<file path="config.mk">
export PLATFORM = sky130hd
export DESIGN_NAME = jt7759_host
export DESIGN_NICKNAME = d
export VERILOG_FILES = /design/src/rtl/jt7759_pkg.sv /design/src/rtl/jt7759_strobe.sv /design/src/rtl/jt7759_host.sv
export SDC_FILE = /design/constraint.sdc
export NUM_CORES = 1
export LEC_CHECK = 0
export ABC_AREA = 1
export CELL_PAD_IN_SITES_DETAIL_PLACEMENT = 1
export CELL_PAD_IN_SITES_GLOBAL_PLACEMENT = 2
export CORE_AREA = 2 2 121 123
export CTS_CLUSTER_DIAMETER = 120
export DETAILED_ROUTE_END_ITERATION = 10
export DIE_AREA = 0 0 123 125
export GPL_TIMING_DRIVEN = 0
export PLACE_DENSITY_LB_ADDON = 0.1
export SYNTH_ARGS = -nofsm -noshare
export SYNTH_HDL_FRONTEND = slang
export SYNTH_SLANG_ARGS = --single-unit
</file>
<file path="constraint.sdc">
create_clock -name clk -period 2.3 [get_ports clk]
set_input_delay 0.575 -clock clk [delete_from_list [all_inputs] [get_ports clk]]
set_output_delay 0.575 -clock clk [all_outputs]
set_load 0.005 [all_outputs]
</file>
<file path="src/rtl/jt7759_pkg.sv">
// jt7759_pkg: shared state encoding and defaults for the JT7759 slave-mode host streamer
package jt7759_pkg;
    typedef enum logic [1:0] {IDLE, RUN, WRITE, DONE} state_t;
    localparam int WR_W_DEF = 4;
endpackage

</file>
<file path="src/rtl/jt7759_strobe.sv">
// jt7759_strobe: holds the chip write strobe for WR_W cen_ctl ticks after a trigger
module jt7759_strobe import jt7759_pkg::*; #(
    parameter int WR_W = WR_W_DEF
) (
    input  logic clk,
    input  logic rstn,
    input  logic cen_ctl,
    input  logic trig,
    input  logic clr,
    output logic active,
    output logic last
);
    logic [3:0] cnt;

    assign last = active & cen_ctl & (cnt == 4'(WR_W - 1));

    always_ff @(posedge clk or negedge rstn) begin
        if (!rstn) begin
            active <= 1'b0;
            cnt    <= '0;
        end else if (clr) begin
            active <= 1'b0;
            cnt    <= '0;
        end else if (trig) begin
            active <= 1'b1;
            cnt    <= '0;
        end else if (active && cen_ctl) begin
            cnt <= cnt + 4'd1;
            if (last) active <= 1'b0;
        end
    end
endmodule

</file>
<file path="src/rtl/jt7759_host.sv">
// jt7759_host: streams a memory block into the JT7759 passive bus, one byte per drqn request
module jt7759_host import jt7759_pkg::*; #(
    parameter int AW   = 17,
    parameter int WR_W = WR_W_DEF
) (
    input  logic          clk,
    input  logic          rstn,
    input  logic          cen_ctl,
    input  logic          start,
    input  logic [AW-1:0] start_addr,
    input  logic [AW-1:0] length,
    input  logic          abort,
    output logic          busy,
    output logic          done,
    output logic          rom_cs,
    output logic [AW-1:0] rom_addr,
    input  logic [7:0]    rom_data,
    input  logic          rom_ok,
    input  logic          drqn,
    output logic          cs,
    output logic          wrn,
    output logic [7:0]    dout
);
    state_t        state, next;
    logic [AW-1:0] cnt;
    logic [7:0]    buffer;
    logic          valid, pend, drqn_l, fall, fetch, go, active, last;

    assign fall   = drqn_l & ~drqn;
    assign rom_cs = (state == RUN) & ~valid & (cnt != '0);
    assign fetch  = rom_cs & rom_ok;
    // a byte arriving in the same cycle as a pending request goes straight to the bus
    assign go     = (state == RUN) & pend & (valid | fetch);
    assign busy   = state != IDLE;
    assign cs     = active;
    assign wrn    = ~active;

    jt7759_strobe #(.WR_W(WR_W)) u_strobe (
        .clk    (clk),
        .rstn   (rstn),
        .cen_ctl(cen_ctl),
        .trig   (go),
        .clr    (abort),
        .active (active),
        .last   (last)
    );

    always_ff @(posedge clk or negedge rstn) begin
        if (!rstn) state <= IDLE;
        else       state <= next;
    end

    always_comb begin
        next = state;
        case (state)
            IDLE:    next = (start && length != '0) ? RUN : IDLE;
            RUN:     next = go ? WRITE : RUN;
            WRITE:   next = last ? ((cnt == AW'(1)) ? DONE : RUN) : WRITE;
            default: next = IDLE;
        endcase
        if (abort) next = IDLE;
    end

    always_ff @(posedge clk or negedge rstn) begin
        if (!rstn) begin
            done     <= 1'b0;
            rom_addr <= '0;
            cnt      <= '0;
            buffer   <= '0;
            valid    <= 1'b0;
            pend     <= 1'b0;
            drqn_l   <= 1'b1;
            dout     <= '0;
        end else begin
            drqn_l <= drqn;
            done   <= ~abort & ((state == DONE) | ((state == IDLE) & start & (length == '0)));
            if (abort) begin
                valid <= 1'b0;
                pend  <= 1'b0;
            end else begin
                if (state == IDLE) begin
                    pend <= 1'b0;
                    if (start && length != '0) begin
                        rom_addr <= start_addr;
                        cnt      <= length;
                    end
                end else begin
                    pend <= fall | (pend & ~go);
                end
                if (fetch) begin
                    buffer   <= rom_data;
                    valid    <= 1'b1;
                    rom_addr <= rom_addr + AW'(1);
                end
                if (go) dout <= valid ? buffer : rom_data;
                if (state == WRITE && last) begin
                    valid <= 1'b0;
                    cnt   <= cnt - AW'(1);
                end
            end
        end
    end
endmodule

</file>
; ---- Word level (Yosys, flattened, before mapping)
; Cells that the tools add are included.
[op_classes]
n_lt_le_gt_ge = 0
eq_ne = 5
muxes = 25
bitwise_logic = 20
n_shift = 0
div_mod_pow = 0
add_sub_neg = 3
multipliers = 0
reduce_logical = 20
[ops]
columns = op, n
row1 = $mux 17, 6
row2 = $reduce_bool 17->1, 2
row3 = $add 17x1->17 const B, 1
row4 = $eq 17x1->1 const B, 1
row5 = $logic_not 17->1, 1
row6 = $sub 17x1->17 const B, 1
row7 = $and 1x1->1, 12
row8 = $mux 4, 3
row9 = $mux 1, 10
row10 = $reduce_bool 2->1, 5
row11 = $reduce_bool 3->1, 3
row12 = $mux 2, 4
row13 = $mux 8, 1
row14 = $pmux 2 s3, 1
row15 = $reduce_and 2->1, 3
row16 = $reduce_and 3->1, 2
row17 = $not 1->1, 5
row18 = $add 4x1->4 const B, 1
row19 = $eq 2x2->1 const B, 2
row20 = $eq 4x2->1 const B, 1
row21 = $logic_and 1x1->1, 3
row22 = $or 1x1->1, 3
row23 = $eq 2x1->1 const B, 1
row24 = $logic_not 2->1, 1
[word_totals]
inputBits = 49
mem_bits_rw = 0
latch_bits = 0
register_bits = 61
memories = 0
wordCells = 84
mem_bits_ro = 0
out_inout_bits = 30

; ---- Longest topological paths before layout
; Gate-level depths: netlist (run 1).
[logic_depth]
depth_word = 11
depth_mapped = 14
mapped_depth_nobuf = 13

; ---- Modules after synthesis
; A second synthesis (run 1) with hierarchy kept.
[hier_totals]
cells_unflattened = 541
area_unflattened_um2 = 3811.2
[modules_own_cells]
columns = module, cells_each, area_per_inst_um2, instances
row1 = jt7759_host, 508, 3548.4, 1
row2 = jt7759_strobe, 33, 262.8, 1

; ---- Worst setup path after synthesis (run 1)
; No wires, ideal clock.
[synth_timing]
path_kind = reg2reg
startpoint = register cnt[0]
endpoint = register u_strobe.active
stages_incl_launch_ff = 14
required_time_ns = 2.176
setup_ns = 0.124
arrival_ns = 1.540
slack_ns = 0.636
synth_period_minus_slack_ns = 1.664
cell_sequence = dfrtp_1 > inv_1 > ha_1 > inv_1 > nor2_1 > nand2_1 > nor2_1 > nand2_2 > nand3_4 > buf_6 > nand2_4 > nand3_4 > buf_12 > o31ai_1
[synth_between]
elab_chain_cells = 7
word_cells_on_any_way = 10
cone_classes = mux: 2 / bitwise: 4 / reduce/logical: 4
[synth_lines]
columns = item, line_no
row1 = from (decl), jt7759_host.sv:25  ; logic [AW-1:0] cnt;
row2 = from (signal assigned), jt7759_host.sv:85  ; cnt <= length;
row3 = from (signal assigned), jt7759_host.sv:98  ; cnt <= cnt - AW'(1);
row4 = $reduce_bool 17->1 (*), jt7759_host.sv:30  ; assign rom_cs = (state == RUN) & ~valid & (cnt != '0);
row5 = $and 1x1->1 (*), jt7759_host.sv:30
row6 = $and 1x1->1 (*), jt7759_host.sv:31  ; assign fetch = rom_cs & rom_ok;
row7 = $or 1x1->1 (*), jt7759_host.sv:33  ; assign go = (state == RUN) & pend & (valid | fetch);
row8 = $and 1x1->1 (*), jt7759_host.sv:33
row9 = $reduce_bool 3->1 (no line) or $mux 1 (tied branches), -
row10 = $reduce_and 2->1 (no line) or $mux 1 (tied branches), -
row11 = to (signal assigned), jt7759_strobe.sv:22  ; active <= 1'b0;
row12 = to (signal assigned), jt7759_strobe.sv:25  ; active <= 1'b1;
row13 = to (signal assigned), jt7759_strobe.sv:29  ; if (last) active <= 1'b0;
row14 = to (decl), jt7759_strobe.sv:10  ; output logic active,
; Mark *: on every way between the ends. The rest lies on a longest branch, timed or not.
; A chain may end at the register's enable or synchronous reset.

; ---- Worst setup path after layout (run 1)
[layout_timing]
startpoint = input port cen_ctl
endpoint = register cnt[10]
[layout_between]
elab_chain_cells = 5
word_cells_on_any_way = 7
cone_classes = mux: 1 / bitwise: 2 / reduce/logical: 4
[layout_lines]
columns = item, line_no
row1 = from (decl), jt7759_host.sv:8  ; input logic cen_ctl,
row2 = $and 1x1->1 (*) (2 in a row), jt7759_strobe.sv:15  ; assign last = active & cen_ctl & (cnt == 4'(WR_W - 1));
row3 = $logic_and 1x1->1 (*), jt7759_host.sv:96  ; if (state == WRITE && last) begin
row4 = $reduce_bool 2->1 (no line), -
row5 = $reduce_and 3->1 (no line), -
; Marks and branches as above.

==> results by group, run 1 <==
Status
  • Status: finished clean

Worst setup path
  • Req. time, crit path: about 2600 ps
  • Cell Chain, Critical Path: clkdlybuf4s50_1, nand2_2, inv_2, nand3b_2, nor2_4, nand2_4, nand2_2, nand2_4, inv_2, buf_4, nand2_1, nand2_1
  • Top delay family on crit path: simple AND/OR/NAND/NOR gates
  • Crit path launch type: input pin
  • CP Buf/Inv Count: 4
  • Critical R2R Launch: cnt[0]$_DFFE_PN0P_
  • Crit Path Class: input pin to register
  • Setup crit end kind: register
  • FF-to-FF path depth: 15
  • Critical-path top delay cell: clkdlybuf4s50_1
  • Max incr delay on CP: 470 ps
  • FF-to-FF setup slack: 340 ps
  • Crit path DAT: approximately 2400 ps
  • Largest fanout on the critical path: 10
  • Worst flop-to-flop path endpoint: rom_addr[3]$_DFFE_PN0P_

Pwr
  • Leak: 2.57 nW
  • Pwr Density: 745 mW/mm^2
  • Maximum VDD drop: 0.488 mV
  • Power, Total: 3.96 mW

Place
  • Post-DP Area: approximately 0.0049 mm^2
  • Dpl cells: 824
  • # port buffers: between 70 and 80
  • DP HPWL: 9.20 mm
  • GPL Wtd Cong: 0.753
  • Dpl ws: -393 ps

STA
  • Clock Skews: 6.97 ps
  • Crit share post-route: between 90% and 100%
  • Post-layout min period: 2130 ps
  • Rel. slew slack: 53.8%
  • RSZ-0062 raised after global routing: false
  • Slack of the critical path: 174 ps
  • Slew Limit Fails: 0
  • Worst slew pin tran: 688 ps
  • Setup TNS Final: 0 ps
  • Fmax: 0.470 GHz
  • Final number of hold-violating endpoints: 0
  • Setup violators final: 0
  • Worst Hold Margin: 239 ps

Finish
  • # nets final: 711
  • Most common cell after layout, fill and taps aside: nand2_1
  • Layout cells sized above 1: 11.2%
  • Fin area: approximately 0.0053 mm^2
  • Non-Filler Instances: roughly 850
  • Most frequent cells in the layout: nand2_1 (230), clkdlybuf4s50_1 (76), dfrtp_1 (60)
  • Antenna Cells: 0
  • Synth-to-layout area growth: 37.0%
  • Final Core Density: 37.4%
  • Fillers: 1810

Clocking
  • CTS tree: done
  • Clock sink count: 61
  • Worst-path clk slew: 50 ps
  • TritonCTS Buffers: 9
  • Clock Path Buffers: 2
  • # H-tree levels: 3
  • Clk Latency, worst-skew pair: 340 ps
  • CTS root buf: clkbuf_16

Logic synthesis
  • Cell Area, Synth: 0.00388 mm^2
  • Synth Area in XOR/XNOR: approximately 3.8%
  • Sequential area share after synthesis: 39.4%
  • Post-Synth Simple-Gate Area: 38.2%
  • Count of cell types in the netlist: 35
  • Mux contribution to synthesized area: 0%
  • Main combinational cell family by area after synthesis: simple AND/OR/NAND/NOR gates
  • Post-Synth Adder-Cell Area: 1.61%
  • Mean Syn Cell Area: 6.92 um^2
  • Synth warnings: 0
  • Syn nets: 615
  • Seq cells post-synth: 61
  • Synth Area in Compound Gates: 9.06%
  • Cells after synthesis: 561

Floorplan
  • Die Width: 123 um
  • CORE AREA: 0.0142 mm^2
  • Die boundary height: 125 um
  • I/O pins: 79
  • Initial Utilization: 27.3%
  • Die area: 0.0154 mm^2
  • # rows: 44

Detailed routing
  • Pre-antenna DRT Iters: 4
  • Vias post-DR: 3903
  • DRC Markers: 0
  • DR WL/cell: ~15 um
  • Detailed-route wire length: approximately 13 mm
  • Vias per cell: 4.61
  • Post-DRT Antenna Nets: 0
  • DRT iter0 DRCs: 144

GRT
  • Initial antenna violation count: 0
  • GRT Total Usage: 17.8%
  • Largest net degree at the start of global routing: 62
  • Vias in the first global route: 4175
  • Grt total ovfl: 0
  • Global-route wire length before repair: 21.2 mm

Flow run
  • Max cap viols: 0

Hold path
  • Hold Path Class: input pin to asynchronous set/reset pin
## worst max-delay path by stage
| stage | from | to | slack [ps] | cells after the start |
|---|---|---|---|---|
| 6_report | cen_ctl | cnt[10]$_DFFE_PN0P_ | 170 | 12 |
| 5_1_grt | length[7] | cnt[12]$_DFFE_PN0P_ | 20 | 11 |
| 4_1_cts | cen_ctl | cnt[9]$_DFFE_PN0P_ | 10 | 9 |
| 3_5_place_dp | abort | rom_addr[1]$_DFFE_PN0P_ | -390 | 6 |
| 3_3_place_gp | rstn | buffer[7]$_DFFE_PN0P_ | -1820 | 1 |
| 2_1_floorplan | cnt[0]$_DFFE_PN0P_ | u_strobe.active$_DFFE_PN0P_ | 640 | 13 |
## cells by family (layout without fill, tap and decap cells)
logic type / count (synthesis) / count (layout)
buffers and inverters: 68 / 169
XOR/XNOR: 17 / 17
AND/OR/NAND/NOR: 346 / 346
adder cells (fa/ha/maj): 5 / 5
AO/OA/AOI/OAI: 64 / 64
flip-flops: 61 / 61
## worst reg2reg max path: stages (launching register included)
cell and delay [ps]:
dfrtp_1 380, inv_2 50, ha_1 190, inv_1 60
nor2_1 40, nand2_1 80, nor2_2 40, nand2_2 70
buf_4 110, nand3_4 70, inv_4 150, nand2_4 120
nand2_4 120, buf_2 290, nand2_1 100, nand2_1 70
## synthesized netlist by cell type
cell / instances / share of area (%)
nand2_1: 230 / 22
dfrtp_1: 60 / 39
nor2_1: 51 / 4.9
inv_1: 50 / 4.8
o21ai_0: 40 / 5.2
nand3_1: 27 / 3.5
o21ai_1: 9 / 1.2
xor2_1: 9 / 2.0
nand2_2: 8 / 1.3
nand4_1: 8 / 1.3
xnor2_1: 8 / 1.8
o21ai_2: 7 / 1.6
a21oi_1: 6 / 0.77
buf_2: 5 / 0.64
ha_1: 5 / 1.6
nor3_1: 5 / 0.64
nand2_4: 4 / 1.2
nor2_2: 4 / 0.64
buf_4: 3 / 0.58
clkbuf_1: 3 / 0.29
buf_6: 2 / 0.58
inv_2: 2 / 0.19
nand3_4: 2 / 0.90
nor2_4: 2 / 0.58
a21boi_0: 1 / 0.19
and3_1: 1 / 0.16
buf_12: 1 / 0.52
clkinv_1: 1 / 0.097
dfstp_2: 1 / 0.68
inv_4: 1 / 0.16
nand3b_1: 1 / 0.19
nand3b_2: 1 / 0.29
nor3_2: 1 / 0.26
o31ai_1: 1 / 0.19
or2_1: 1 / 0.16
## area by class of cell
class	instances	area, um^2	share of cell area [%]
flip-flops and latches	61	1530	28.7
clock inverters	5	100	1.88
inverters	54	209	3.93
multi-input cells	432	2070	38.9
repair buffers	85	846	15.9
well taps	184	230	4.33
plain buffers	14	103	1.93
clock buffers	11	233	4.38
## flip-flops by register name, indices dropped and copies added (netlist names)
signal and count:
valid 1, cnt 17, dout 8, u_strobe.active 1, done 1, rom_addr 17
pend 1, state 2, drqn_l 1, u_strobe.cnt 4, buffer 8
## power by group
group | total, mW | leakage, nW | switching (mW) | internal (mW)
registers | 1.44 | 0.782 | 0.197 | 1.24
logic | 0.950 | 1.63 | 0.492 | 0.457
clock network | 1.58 | 0.163 | 0.523 | 1.06
## timing repair
| action | 4_1_cts | 5_1_grt |
|---|---|---|
| endpoints found under the setup margin | 11 | 14 |
| buffers inserted | 6 | 0 |
| resized for setup | 5 | 8 |
| pin swaps | 2 | 2 |
| hold buffers | 0 | 0 |
## per-layer routing
| metal | global-route usage [%] | vias up | wire length (um) |
|---|---|---|---|
| li1 | - | 1946 | - |
| met1 | 23.9 | 1881 | 6160 |
| met2 | 28.5 | 65 | 5970 |
| met3 | 4.38 | 11 | 504 |
| met4 | 4.55 | 0 | 139 |
| met5 | 0 | - | 0 |
(Power assumes the default switching activity.)
==> run 2, diff against run 1 <==
- PLACE_DENSITY: default -> 0.85
- PLACE_DENSITY_LB_ADDON: 0.1 -> default
==> results by group, run 2 (synthesized netlist as in run 1, its figures left out) <==
Clocking
  • Clock Path Buffers: 2 (unchanged)
  • Clk Latency, worst-skew pair: 340 ps (about the same)
  • CTS Hold Buffers Added: 0 (unchanged)
  • # H-tree levels: 3 (unchanged)
  • CTS tree: done (unchanged)
  • CTS root buf: clkbuf_16 (unchanged)
  • Clock sink count: 61 (unchanged)
  • Worst-path clk slew: 50 ps (about the same)
  • TritonCTS Buffers: 9 (unchanged)

Pwr
  • Maximum VDD drop: 0.352 mV (was 0.488 mV)
  • Comb pwr share: 24.5% (was 24.0%)
  • Leak: 2.56 nW (was 2.57 nW)
  • Internal power: 2.68 mW (was 2.75 mW)
  • Sequential power share: 36.9% (was 36.2%)
  • Sw Share: 31.2% (was 30.6%)
  • Power share of the clock group: 38.7% (was 39.8%)
  • Power, Total: 3.89 mW (was 3.96 mW)
  • Sw power: 1.21 mW (about the same)
  • Pwr Density: 734 mW/mm^2 (was 745 mW/mm^2)

Detailed routing
  • DRT iter0 DRCs: 132 (was 144)
  • Post-DRT Antenna Nets: 0 (unchanged)
  • Detailed-route wire length: 12.3 mm (was 12.8 mm)
  • Pre-antenna DRT Iters: 4 (unchanged)
  • DR WL/cell: 14.6 um (was 15.1 um)
  • Vias per cell: 4.62 (was 4.61)
  • DRC Markers: 0 (unchanged)
  • Vias post-DR: 3907 (was 3903)

Finish
  • Fillers: 1799 (was 1810)
  • # nets final: 711 (unchanged)
  • Largest registers: cnt: 17 flops, rom_addr: 17 flops (unchanged)
  • Layout cells sized above 1: 11.5% (was 11.2%)
  • Most frequent cells in the layout: nand2_1 (229), clkdlybuf4s50_1 (76), dfrtp_1 (59) (was nand2_1 (230), clkdlybuf4s50_1 (76), dfrtp_1 (60))
  • Fin area: 0.00530 mm^2 (was 0.00532 mm^2)
  • Most common cell after layout, fill and taps aside: nand2_1 (unchanged)
  • Synth-to-layout area growth: 36.5% (was 37.0%)
  • Non-Filler Instances: 846 (unchanged)
  • Antenna Cells: 0 (unchanged)

STA
  • Post-layout min period: 2270 ps (was 2130 ps)
  • Fmax: 0.440 GHz (was 0.470 GHz)
  • Worst slew pin tran: 824 ps (was 688 ps)
  • Slew Limit Fails: 0 (unchanged)
  • Worst Hold Margin: 340 ps (was 239 ps)
  • RSZ-0062 raised after global routing: true (was false)
  • Rel. slew slack: 45.1% (was 53.8%)
  • Final number of hold-violating endpoints: 0 (unchanged)
  • Setup violators final: 0 (unchanged)
  • Crit share post-route: 98.8% (was 92.4%)
  • Clock Skews: 7.78 ps (was 6.97 ps)

Worst setup path
  • Cell Chain, Critical Path: inv_2, ha_1, inv_1, nor2_1, nand2_1, nor2_2, nand2_2, nand2_2, inv_1, dlygate4sd2_1 (was clkdlybuf4s50_1, nand2_2, inv_2, nand3b_2, nor2_4, nand2_4, nand2_2, nand2_4, inv_2, buf_4, nand2_1, nand2_1)
  • Critical-path top delay cell: dfrtp_1 (was clkdlybuf4s50_1)
  • Crit path launch type: register (was input pin)
  • FF-to-FF path depth: 8 (was 15)
  • CP Buf/Inv Count: 4 (unchanged)
  • Setup crit end kind: output pin (was register)
  • Largest fanout on the critical path: 3 (was 10)
  • FF-to-FF setup slack: 360 ps (was 340 ps)
  • Worst flop-to-flop path endpoint: cnt[9]$_DFFE_PN0P_ (was rom_addr[3]$_DFFE_PN0P_)
  • Req. time, crit path: 1730 ps (was 2580 ps)
  • Critical R2R Launch: u_strobe.cnt[0]$_DFFE_PN0P_ (was cnt[0]$_DFFE_PN0P_)
  • Crit Path Class: register to output pin (was input pin to register)
  • Max incr delay on CP: 400 ps (was 470 ps)
  • Top delay family on crit path: buffers and inverters (was simple AND/OR/NAND/NOR gates)
  • Crit path DAT: 1700 ps (was 2400 ps)
  • CP Depth: 10 (was 12)

GRT
  • Global-route wire length before repair: 20.4 mm (was 21.2 mm)
  • Vias in the first global route: 4142 (was 4175)
  • Largest net degree at the start of global routing: 62 (unchanged)
  • Initial antenna violation count: 0 (unchanged)
  • GRT Total Usage: 17.0% (was 17.8%)
  • Grt total ovfl: 0 (unchanged)

Status
  • Status: finished clean (unchanged)

Floorplan
  • # rows: 44 (unchanged)
  • Die area: 0.0154 mm^2 (unchanged)
  • Die Width: 123 um (unchanged)
  • CORE AREA: 0.0142 mm^2 (unchanged)
  • Die boundary height: 125 um (unchanged)
  • I/O pins: 79 (unchanged)
  • Initial Utilization: 27.3% (unchanged)

Place
  • Dpl cells: 823 (was 824)
  • DP HPWL: 9.03 mm (was 9.20 mm)
  • Post-DP Area: 0.00489 mm^2 (was 0.00492 mm^2)
  • GPL Wtd Cong: 0.820 (was 0.753)
  • # port buffers: 78 (unchanged)

Flow run
  • Max cap viols: 0 (unchanged)

Hold path
  • Hold Path Class: input pin to asynchronous set/reset pin (unchanged)
==> run 2: changes by cell type in the layout (fill, tap and decap cells not counted), sizes merged <==
cell,change
bufinv,-1
clkbuf,-1
clkinvlp,+1
dlygate4sd2,+1
==> run 2: worst reg2reg max path, stage by stage (launching register included) <==
cell and delay, ps:
dfrtp_1 410, ha_1 230, nand3b_2 170, nor2_4 70, nand2_4 150, clkbuf_1 490, nand2_1 130, nand4_1 120
nand2_1 60
==> run 2: layout make-up <==
class	instances	area, um^2	share of cell area [%]
multi-input cells	432	2080	39.2
plain buffers	14	103	1.94
well taps	184	230	4.34
inverters	54	205	3.87
clock buffers	11	243	4.58
clock inverters	5	83.8	1.58
repair buffers	85	830	15.7
flip-flops and latches	61	1530	28.9
==> run 2: per-stage QoR <==
step	TNS, ps	util (%)	setup WS (ps)
2_1_floorplan	0	-	636
3_3_place_gp	-103480	34.4	-1630
3_5_place_dp	-6520	34.4	-300
4_1_cts	0	37.0	7.34
5_1_grt	-71.0	37.3	-71.0
6_report	0	37.3	27.5
==> run 2: worst max path at each step <==
stage,from,endpoint
2_1_floorplan,cnt[0]$_DFFE_PN0P_,u_strobe.active$_DFFE_PN0P_
3_3_place_gp,rstn,rom_addr[15]$_DFFE_PN0P_
3_5_place_dp,abort,rom_addr[11]$_DFFE_PN0P_
4_1_cts,cnt[1]$_DFFE_PN0P_,rom_cs
5_1_grt,cnt[1]$_DFFE_PN0P_,rom_cs
6_report,cnt[1]$_DFFE_PN0P_,rom_cs
==> run 2: timing repair <==
action,4_1_cts,5_1_grt
pin swaps,0,1
setup endpoints to repair,1,20
buffers inserted,3,4
resized for setup,8,6
==> run 2: power groups by stage <==
| stage | combinational [mW] | sequential, mW | clock, mW |
|---|---|---|---|
| 3_5_place_dp | 0.918 | 1.45 | 0 |
| 3_3_place_gp | 0.888 | 1.44 | 0 |
| 2_1_floorplan | 0.510 | 1.40 | 0 |
| 4_1_cts | 0.948 | 1.44 | 1.54 |
| 6_report | 0.951 | 1.43 | 1.50 |
| 5_1_grt | 1.08 | 1.47 | 1.60 |
==> run 2: layer usage <==
metal	part of all wire (%)	GRT usage (%)	vias to the layer above	routed length [um]
li1	-	-	1952	-
met1	47	22.3	1881	5730
met2	48	27.8	57	5900
met3	3.2	2.65	17	388
met4	2.3	7.29	0	283
met5	0	0	-	0
==> run 3, diff against run 2 <==
- SKIP_LAST_GASP: default -> 1
==> results of run 3 <==
No change in the layout: final DEF, timing and power equal those of run 2.
